File: config.mk
export PLATFORM = sky130hd
export DESIGN_NAME = seq_mult16
export DESIGN_NICKNAME = d
export VERILOG_FILES = /design/src/rtl/seq_mult16.sv
export SDC_FILE = /design/constraint.sdc
export NUM_CORES = 1
export LEC_CHECK = 0
export CORE_ASPECT_RATIO = 1.5
export CORE_MARGIN = 1
export CORE_UTILIZATION = 40
export DETAILED_ROUTE_END_ITERATION = 10
export PLACE_DENSITY = 0.74
export SYNTH_ARGS = -nofsm -noshare
export SYNTH_HDL_FRONTEND = slang
export SYNTH_SLANG_ARGS = --single-unit
File: constraint.sdc
create_clock -name clk -period 9.83 [get_ports clk]
set_clock_uncertainty 0.1 [all_clocks]
set_input_delay 1.966 -clock clk [delete_from_list [all_inputs] [get_ports clk]]
set_output_delay 1.966 -clock clk [all_outputs]
set_load 0.005 [all_outputs]
File: src/rtl/seq_mult16.sv
// Sequential 16x16 shift-and-add multiplier returning (a*b) mod 2^16, plus the
// 16-bit carry-lookahead adder `circuit` that performs every partial-sum addition.

module circuit (
  input  logic [15:0] a,
  input  logic [15:0] b,
  output logic [15:0] sum
);
  // Carry-in is zero and carry-out is dropped, so the top generate bit and
  // the last group's lookahead terms are never needed.
  logic [14:0] g;
  logic [15:0] p;
  logic [15:0] c;
  logic [2:0]  gg;
  logic [2:0]  gp;
  logic [3:0]  gc;

  always_comb begin
    // NOTE: every always_comb output gets a default first so no path can infer a latch.
    c  = '0;
    gg = '0;
    gp = '0;
    gc = '0;
    g  = a[14:0] & b[14:0];
    p  = a ^ b;
    for (int j = 0; j < 3; j++) begin
      gp[j] = &p[4*j +: 4];
      gg[j] = g[4*j+3]
            | (p[4*j+3] & g[4*j+2])
            | (p[4*j+3] & p[4*j+2] & g[4*j+1])
            | (p[4*j+3] & p[4*j+2] & p[4*j+1] & g[4*j]);
    end
    for (int j = 0; j < 3; j++) begin
      gc[j+1] = gg[j] | (gp[j] & gc[j]);
    end
    for (int j = 0; j < 4; j++) begin
      c[4*j] = gc[j];
      for (int k = 1; k < 4; k++) begin
        c[4*j+k] = g[4*j+k-1] | (p[4*j+k-1] & c[4*j+k-1]);
      end
    end
    sum = p ^ c;
  end
endmodule

module seq_mult16 #(
  parameter bit EARLY_EXIT = 1'b1
) (
  input  logic        clk,
  input  logic        nrst,
  input  logic        start,
  input  logic [15:0] a,
  input  logic [15:0] b,
  output logic        busy,
  output logic        done,
  output logic [15:0] o
);
  typedef enum logic [1:0] {ST_IDLE, ST_RUN, ST_DONE} state_t;

  state_t      state, next_state;
  logic [15:0] mcand, mplier, acc;
  logic [3:0]  cnt;
  logic [15:0] add_sum;
  logic [15:0] acc_next;
  logic        accept;
  logic        last_iter;

  circuit u_add (
    .a   (acc),
    .b   (mcand),
    .sum (add_sum)
  );

  assign acc_next  = mplier[0] ? add_sum : acc;
  assign last_iter = (cnt == 4'd15) || (EARLY_EXIT && (mplier[15:1] == 15'd0));

  always_comb begin
    next_state = state;
    accept     = 1'b0;
    case (state)
      ST_IDLE: if (start) begin
        accept     = 1'b1;
        next_state = ST_RUN;
      end
      ST_RUN:  if (last_iter) next_state = ST_DONE;
      ST_DONE: begin
        accept     = start;
        next_state = start ? ST_RUN : ST_IDLE;
      end
      default: next_state = ST_IDLE;
    endcase
  end

  always_ff @(posedge clk or negedge nrst) begin
    // NOTE: sequential state uses non-blocking assignments so every flop samples pre-edge values.
    if (!nrst) begin
      state <= ST_IDLE;
      busy  <= 1'b0;
      done  <= 1'b0;
    end else begin
      state <= next_state;
      busy  <= (next_state == ST_RUN);
      done  <= (next_state == ST_DONE);
    end
  end

  always_ff @(posedge clk or negedge nrst) begin
    if (!nrst) begin
      mcand  <= '0;
      mplier <= '0;
      acc    <= '0;
      cnt    <= '0;
      o      <= '0;
    end else if (accept) begin
      mcand  <= a;
      mplier <= b;
      acc    <= '0;
      cnt    <= '0;
    end else if (state == ST_RUN) begin
      acc    <= acc_next;
      mcand  <= mcand << 1;
      mplier <= mplier >> 1;
      cnt    <= cnt + 4'd1;
      // o only moves on the final iteration, so a new start leaves the old result visible.
      if (last_iter) o <= acc_next;
    end
  end
endmodule

Word level (Yosys, flattened, before mapping)
Index checks and enable logic that the tools add are counted.
Widths: inputs -> output; s select.
{"block": "classes", "add_sub_neg": 1, "eq_ne": 5, "muxes": 15, "bitwise": 54, "reduce_logical": 7}
{"cell": "$mux 16", "n": 7}
{"cell": "$xor 16x16->16", "n": 2}
{"cell": "$and 1x1->1", "n": 28}
{"cell": "$or 1x1->1", "n": 22}
{"cell": "$and 15x15->15", "n": 1}
{"cell": "$logic_not 15->1", "n": 1}
{"cell": "$mux 4", "n": 2}
{"cell": "$reduce_and 4->1", "n": 2}
{"cell": "$pmux 2 s3", "n": 1}
{"cell": "$add 4x1->4 const B", "n": 1}
{"cell": "$eq 2x1->1 const B", "n": 2}
{"cell": "$eq 2x2->1 const B", "n": 2}
{"cell": "$eq 4x4->1 const B", "n": 1}
{"cell": "$mux 2", "n": 2}
{"cell": "$reduce_and 3->1", "n": 1}
{"cell": "$logic_not 2->1", "n": 1}
{"cell": "$mux 1", "n": 2}
{"cell": "$pmux 1 s2", "n": 1}
{"cell": "$reduce_bool 2->1", "n": 1}
{"cell": "$logic_or 1x1->1", "n": 1}
{"cell": "$not 1->1", "n": 1}
{"block": "word_totals", "ff_bits": 72, "input_bits": 35, "out_inout_bits": 18, "wordCells": 90}

Depth between registers and ports, before layout
Gate-level depths: netlist of run 1.
{"block": "logic_depth", "word_depth": 19, "ltp_mapped": 13}

Hierarchy
Synthesis of run 1 repeated with hierarchy kept, for this count alone.
{"block": "hier_totals", "cells_unflattened": 352, "hier_area_um2": 3732.3}
{"mod": "seq_mult16", "instances": 1, "cells_each": 295, "area_per_inst_um2": 3159.3, "seq_area_each_um2": 1801.7}
{"mod": "circuit", "instances": 1, "cells_each": 57, "area_per_inst_um2": 573.0, "seq_area_each_um2": 0.0}

Worst setup path before layout of run 1
Ideal clock, no wire load.
{"block": "synth_path", "path_type": "register -> register", "start": "register mcand[3]", "end": "register o[14]", "arrival_ns": 3.047, "required_ns": 9.605, "setup_slack_ns": 6.558, "path_stages_with_launch": 12, "n_path_buf": 0, "path_cell_list": "dfrtp_1 > ha_1 > nand2_1 > o21a_1 > o21ba_2 > a21bo_2 > fa_1 > fa_1 > inv_1 > fa_1 > mux2_2 > mux2_4"}
{"block": "synth_between", "elab_chain_len": 15}
{"item": "start: declaration", "line": "61", "rtl": "logic [15:0] mcand, mplier, acc;"}
{"item": "start signal: assignment", "line": "121", "rtl": "mcand <= mcand << 1;"}
{"item": "$xor 16x16->16", "line": "25", "rtl": "p = a ^ b;"}
{"item": "$and 1x1->1, on equally long branches", "line": "29, 30, 31"}
{"item": "$or 1x1->1 (tied with other cells)", "line": "29", "rtl": "| (p[4*j+3] & g[4*j+2])"}
{"item": "$or 1x1->1 / $and 1x1->1 (equally long branches)", "line": "30, 31"}
{"item": "$or 1x1->1 *", "line": "31", "rtl": "| (p[4*j+3] & p[4*j+2] & p[4*j+1] & g[4*j]);"}
{"item": "$and 1x1->1 *", "line": "34", "rtl": "gc[j+1] = gg[j] | (gp[j] & gc[j]);"}
{"item": "$or 1x1->1 *", "line": "34"}
{"item": "$and 1x1->1 *", "line": "34"}
{"item": "$or 1x1->1 *", "line": "34"}
{"item": "$and 1x1->1 *", "line": "39", "rtl": "c[4*j+k] = g[4*j+k-1] | (p[4*j+k-1] & c[4*j+k-1]);"}
{"item": "$or 1x1->1 *", "line": "39"}
{"item": "$and 1x1->1 *", "line": "39"}
{"item": "$or 1x1->1 *", "line": "39"}
{"item": "$xor 16x16->16 *", "line": "42", "rtl": "sum = p ^ c;"}
{"item": "$mux 16 *", "line": "74", "rtl": "assign acc_next = mplier[0] ? add_sum : acc;"}
{"item": "end signal: assignment", "line": "125", "rtl": "if (last_iter) o <= acc_next;"}
{"item": "end: declaration", "line": "56", "rtl": "output logic [15:0] o"}
Every way passes the cells marked *; elsewhere a longest branch is shown, timed or not.
A chain may end at the register's enable or synchronous reset.

Final worst setup path of run 1
Ends and elaborated chain as after synthesis.

==> results.cfg, run 1 <==
[synth]
syn_area_per_cell_um2 = 10.6
synth-compound-area-share = 0.134
yosysMostFrequentCell = dfrtp_1
synth_ff_type = dfrtp_1
synth_xor_area_frac = 0.0142
synth_top_family_by_area = simple AND/OR/NAND/NOR gates
yosysTopAreaCell = dfrtp_1
synth_cell_type_count = 33
synth_nets = 406
yosys-top-cells-count = 72 x dfrtp_1, 50 x nand2_1, 25 x inv_1
synth.top_cell.area_share = 0.488
netlist_instances = 347
synthArstFlopShare = 1.00
synth.mux.area_fraction = 0.0722
synthTopCellsByArea = dfrtp_1 49%, fa_1 6.0%, nand2_1 5.1%, ha_1 4.4%, a22oi_1 4.1%
yosysWarnings = 0
synthSimpleGateAreaFrac = 0.137
synth-seq-cells = 72
syn_area_um2 = 3690
synth_edf_count = 0
seq_area_frac_synth = 0.488
synth_adder_area_share = 0.104

[setup_path]
path_max_fanout = 3
cp.buffers_inverters = 1
path_depth = 11
r2r_slack_ns = 6.32
endpoint_kind = flop
reg2regPathDepth = 11
cp_common_cell = fa_1
worst_ep_required_time_ns = 9.94
cpPeakStageDelay_ns = 0.43
cp-start-kind = flop
critPathKind = reg -> reg
r2r_end = o[14]
cp_cell_sequence = ha_1 -> nand2_1 -> o21a_1 -> o21ba_2 -> a21bo_2 -> fa_1 -> fa_1 -> inv_1 -> fa_1 -> mux2_2 -> mux2_4
reg2reg_from = mcand[3]
cp_slowest_cell = fa_1
crit_family = adder cells
cp.arrival_ns = 3.62

[detailed_routing]
drt-total-wl_mm = 7.82
viasPerCell = 5.39
drt_iter0_markers = 152
dr.pass1.iters = 5
drt-wirelength-per-cell_um = 15.4
vias = 2740
antenna_left = 0
drc = 0

[placement]
place_inst = 492
gp_routability_congestion = 0.778
port_buffers = 52
place_hpwl_mm = 5.12

[timing]
fin_tns_setup_ns = 0
drv_slew = 0
finalCritPeriodShare = 0.357
clock.fmax_ghz = 0.285
finalHoldViolations = 0
rsz0062_at_grt = false
fin_crit_ns = 3.51
slew_headroom = 0.272
tightest_slew_ns = 1.09
setup_viol = 0

[clock_tree]
cts_buffers = 9
clock_latency_ns = 0.33
clk_pin_slew_worst_paths_ns = 0.06
cts_buffer_depth = 2
holdBufCountCts = 0
cts_post_setup_buffers_inserted = 0
ctsResizeCount = 0
cts_htree_levels = 3
cts-root-buf = clkbuf_16
cts_sinks = 72
cts_tree = built

[cells_and_area]
diodes = 0
syn_to_final_growth_pct = 24.6
final_cell_count_no_fill = 508
nets = 452
drive_gt1_frac = 0.116

[floorplanning]
die_height_um = 120
dieWidth_um = 80.4
pin_count = 53
rows = 42
start_util = 0.416
dieArea_um2 = 9620
core-area_um2 = 8880

[hold_path]
hp-class = reg -> reg
hold_end = cnt[3]
min-delay-start = cnt[3]
hold_path_depth = 1

[global_route]
grt_max_degree = 73
grt_usage = 0.178
grt_pass1_wl_mm = 12.9
gr-total-overflow = 0
antenna_found_initial = 0
grt_pass1_vias = 2704

[flow_run]
drv_cap = 0

[pwr]
pwr_density_cell_nw_per_um2 = 336
p_leak_nw = 2.07
vdd_drop_max_mv = 0.158

[status]
status = complete, no violations
==> power by group <==
group	internal (mW)	switching, mW
Sequential	0.429	0.125
Combinational	0.329	0.322
Clock	0.224	0.118
==> flip-flops by register name (all words and copies together) (netlist names) <==
| name | cells |
|---|---|
| mcand | 16 |
| state | 2 |
| done | 1 |
| cnt | 4 |
| mplier | 16 |
| acc | 16 |
| busy | 1 |
| o | 16 |
==> layer usage <==
metal  wire length, um  vias to the layer above  track usage  share of wire
met2              4090                       58        0.293           0.52
met5                 0                        -            0              0
li1                  -                     1306            -              -
met4               186                        0       0.0871          0.024
met1              3290                     1362        0.224           0.42
met3               261                       14       0.0304          0.033
==> worst max path at each step <==
stage	startpoint	endpoint	slack, ns
2_1_floorplan	mcand[3]	o[14]	6.56
3_3_place_gp	start	mcand[13]	6.22
3_5_place_dp	start	mplier[8]	6.14
4_1_cts	mcand[3]	o[14]	6.30
5_1_grt	mcand[3]	o[14]	6.20
6_report	mcand[3]	o[14]	6.32
==> cell type report <==
class / instances / area (um^2)
inverter: 25 / 93.8
sequential: 72 / 1800
timing repair buffer: 55 / 538
clock inverter: 2 / 35.0
clock buffer: 14 / 284
multi-input combinational: 230 / 1710
tap: 110 / 138
fill: 781 / 4280
==> cell families (layout without fill, tap and decap cells) <==
family          after synthesis  in the layout
compound gates               70             70
xor+xnor                      6              6
fa+ha+maj                    24             24
buf+inv                      45             96
flops                        72             72
mux                          21             21
simple gates                109            109
==> cell usage in the layout, fill, tap and decap left out, drive strengths merged, types with 2 or more instances in the layout <==
| master | count |
|---|---|
| a21oi | 15 |
| a221o | 10 |
| a22o | 4 |
| a22oi | 20 |
| buf | 4 |
| clkbuf | 14 |
| clkdlybuf4s50 | 51 |
| dfrtp | 72 |
| fa | 11 |
| ha | 13 |
| inv | 25 |
| mux2 | 18 |
| mux2i | 3 |
| nand2 | 50 |
| nand2b | 2 |
| nand3 | 22 |
| nand4 | 3 |
| nor2 | 14 |
| nor2b | 3 |
| nor3 | 12 |
| nor4 | 3 |
| o21ai | 16 |
| xor2 | 5 |
==> through the flow <==
| stage | power [mW] | util | setup slack (ns) | hold slack [ns] | area, um^2 |
|---|---|---|---|---|---|
| after detailed placement | 1.21 | 0.482 | 6.14 | 0.397 | 4280 |
| after global placement | 1.18 | 0.482 | 6.22 | 0.379 | 4280 |
| after CTS | 1.56 | 0.518 | 6.30 | 0.408 | 4600 |
| after global routing | 1.68 | 0.518 | 6.20 | 0.422 | 4600 |
| final | 1.55 | 0.518 | 6.32 | 0.401 | 4600 |
| after floorplan | 0.998 | - | 6.56 | 0.358 | 3690 |
Note: power is estimated with default switching activity, not from simulation.
==> inputs of run 2 (changes only) <==
==> constraint.sdc (replaced) <==
create_clock -name clk -period 3.6 [get_ports clk]
set_clock_uncertainty 0.1 [all_clocks]
set_input_delay 0.72 -clock clk [delete_from_list [all_inputs] [get_ports clk]]
set_output_delay 0.72 -clock clk [all_outputs]
set_load 0.005 [all_outputs]
==> run 2 against run 1 <==
Net effect: non-clock buffer count increased by 4; count of clock-buffer cells in the layout shrank 3; clock power increased to 2.7 times the previous value; combinational power grew to 2.8 times the previous value; critical endpoint unchanged.
==> results.cfg, run 2 (synthesis results as in run 1) <==
[cells_and_area]
fillerInstances = 788
drive_gt1_frac = 0.120
regArea_um2 = 1800
multiInputGateArea_um2 = 1710
diodes = 0
layout_common_cells = 72 x dfrtp_1, 51 x clkdlybuf4s50_1, 50 x nand2_1
nets = 456
layout.cells.most_common = dfrtp_1
syn_to_final_growth_pct = 25.0
utilization = 0.520

[floorplanning]
rows = 42
core-area_um2 = 8880
dieArea_um2 = 9620
dieWidth_um = 80.4
start_util = 0.416
die_height_um = 120
pin_count = 53

[detailed_routing]
drt-wirelength-per-cell_um = 15.7
antenna_left = 0
vias = 2734
drc = 0
drt-total-wl_mm = 8.00
drt_iter0_markers = 150
dr.pass1.iters = 4
viasPerCell = 5.35

[setup_path]
crit_family = adder cells
path_max_fanout = 3
endpoint_kind = flop
reg2regPathDepth = 11
cp.arrival_ns = 3.58
cp.buffers_inverters = 1
cpPeakStageDelay_ns = 0.43
cp_common_cell = fa_1
r2r_slack_ns = 0.14
cp-start-kind = flop
worst_ep_required_time_ns = 3.72
cp_slowest_cell = fa_1
cp_cell_sequence = ha_1 -> nand2_1 -> o21a_1 -> o21ba_2 -> a21bo_2 -> fa_1 -> fa_1 -> inv_1 -> fa_1 -> mux2_2 -> mux2_4
critPathKind = reg -> reg
reg2reg_from = mcand[3]
r2r_end = o[14]

[status]
status = complete, no violations

[clock_tree]
cts_post_setup_buffers_inserted = 0
cts_buffers = 9
clk_pin_slew_worst_paths_ns = 0.06
ctsResizeCount = 0
cts_htree_levels = 3
clock_latency_ns = 0.33
cts_tree = built
cts-root-buf = clkbuf_16
cts_sinks = 72
holdBufCountCts = 0
cts_buffer_depth = 2

[timing]
drv_slew = 0
setup_viol = 0
fin_tns_setup_ns = 0
clock.fmax_ghz = 0.289
fin_crit_ns = 3.46
finalHoldViolations = 0
slew_headroom = 0.436
tightest_slew_ns = 0.846
finalCritPeriodShare = 0.962
rsz0062_at_grt = false

[pwr]
pwr_density_cell_nw_per_um2 = 921
comb_power_share = 0.435
swShare = 0.367
intPower_mw = 2.69
pwr-share-clk = 0.216
vdd_drop_max_mv = 0.436
p_leak_nw = 2.08
switching_power_mw = 1.56
power_frac_seq = 0.349

[global_route]
grt_max_degree = 44
gr-total-overflow = 0
grt_pass1_wl_mm = 13.4
grt_pass1_vias = 2840
antenna_found_initial = 0
grt_usage = 0.184

[placement]
port_buffers = 52
place_hpwl_mm = 5.54
gp_routability_congestion = 0.797

[flow_run]
drv_cap = 0

[hold_path]
hp-class = in -> async
-- run 2: changes by cell type in the layout (fill, tap and decap cells not counted), sizes merged --
| cell | change |
|---|---|
| buf | +4 |
| clkbuf | -3 |
| bufinv | +1 |
| clkinv | +1 |
-- run 2: how the worst max path moves through the flow --
stage / endpoint / slack [ns] / startpoint / cells past startpoint
6_report: o[14] / 0.14 / mcand[3] / 11
3_5_place_dp: o[14] / 0.17 / mcand[3] / 11
3_3_place_gp: o[14] / 0.24 / mcand[3] / 11
5_1_grt: o[14] / 0.05 / mcand[3] / 11
2_1_floorplan: o[14] / 0.33 / mcand[3] / 11
4_1_cts: o[14] / 0.13 / mcand[3] / 11
-- run 2: metrics by stage --
stage / worst slack [ns] / hold WS, ns / instance area (um^2) / power [mW] / instances
final: 0.138 / 0.395 / 4610 / 4.25 / 511
after global routing: 0.0459 / 0.420 / 4610 / 4.59 / 511
after CTS: 0.132 / 0.409 / 4610 / 4.29 / 511
after detailed placement: 0.171 / 0.398 / 4310 / 3.35 / 496
after global placement: 0.243 / 0.375 / 4310 / 3.25 / 496
after floorplan: 0.328 / 0.324 / 3690 / 2.72 / 347
-- run 2: power by group through the flow --
| stage | registers, mW | clock network [mW] | logic [mW] |
|---|---|---|---|
| floorplan | 1.40 | 0 | 1.32 |
| global placement | 1.48 | 0 | 1.77 |
| detailed placement | 1.49 | 0 | 1.86 |
| CTS | 1.49 | 0.938 | 1.87 |
| global route | 1.53 | 0.977 | 2.08 |
| finish | 1.48 | 0.918 | 1.85 |
-- run 2: layout make-up --
type / count / share of cell area
inverters: 25 / 0.0203
clock buffers: 11 / 0.0504
multi-input cells: 230 / 0.371
flip-flops and latches: 72 / 0.390
clock inverters: 4 / 0.0152
well taps: 110 / 0.0298
repair buffers: 59 / 0.123
-- run 2: metal layers --
layer  vias up  share of wire  track usage
met2        70           0.50        0.296
met4         0          0.037        0.104
met3        22          0.043       0.0471
met1      1336           0.42        0.222
li1       1306              -            -
met5         -              0            0
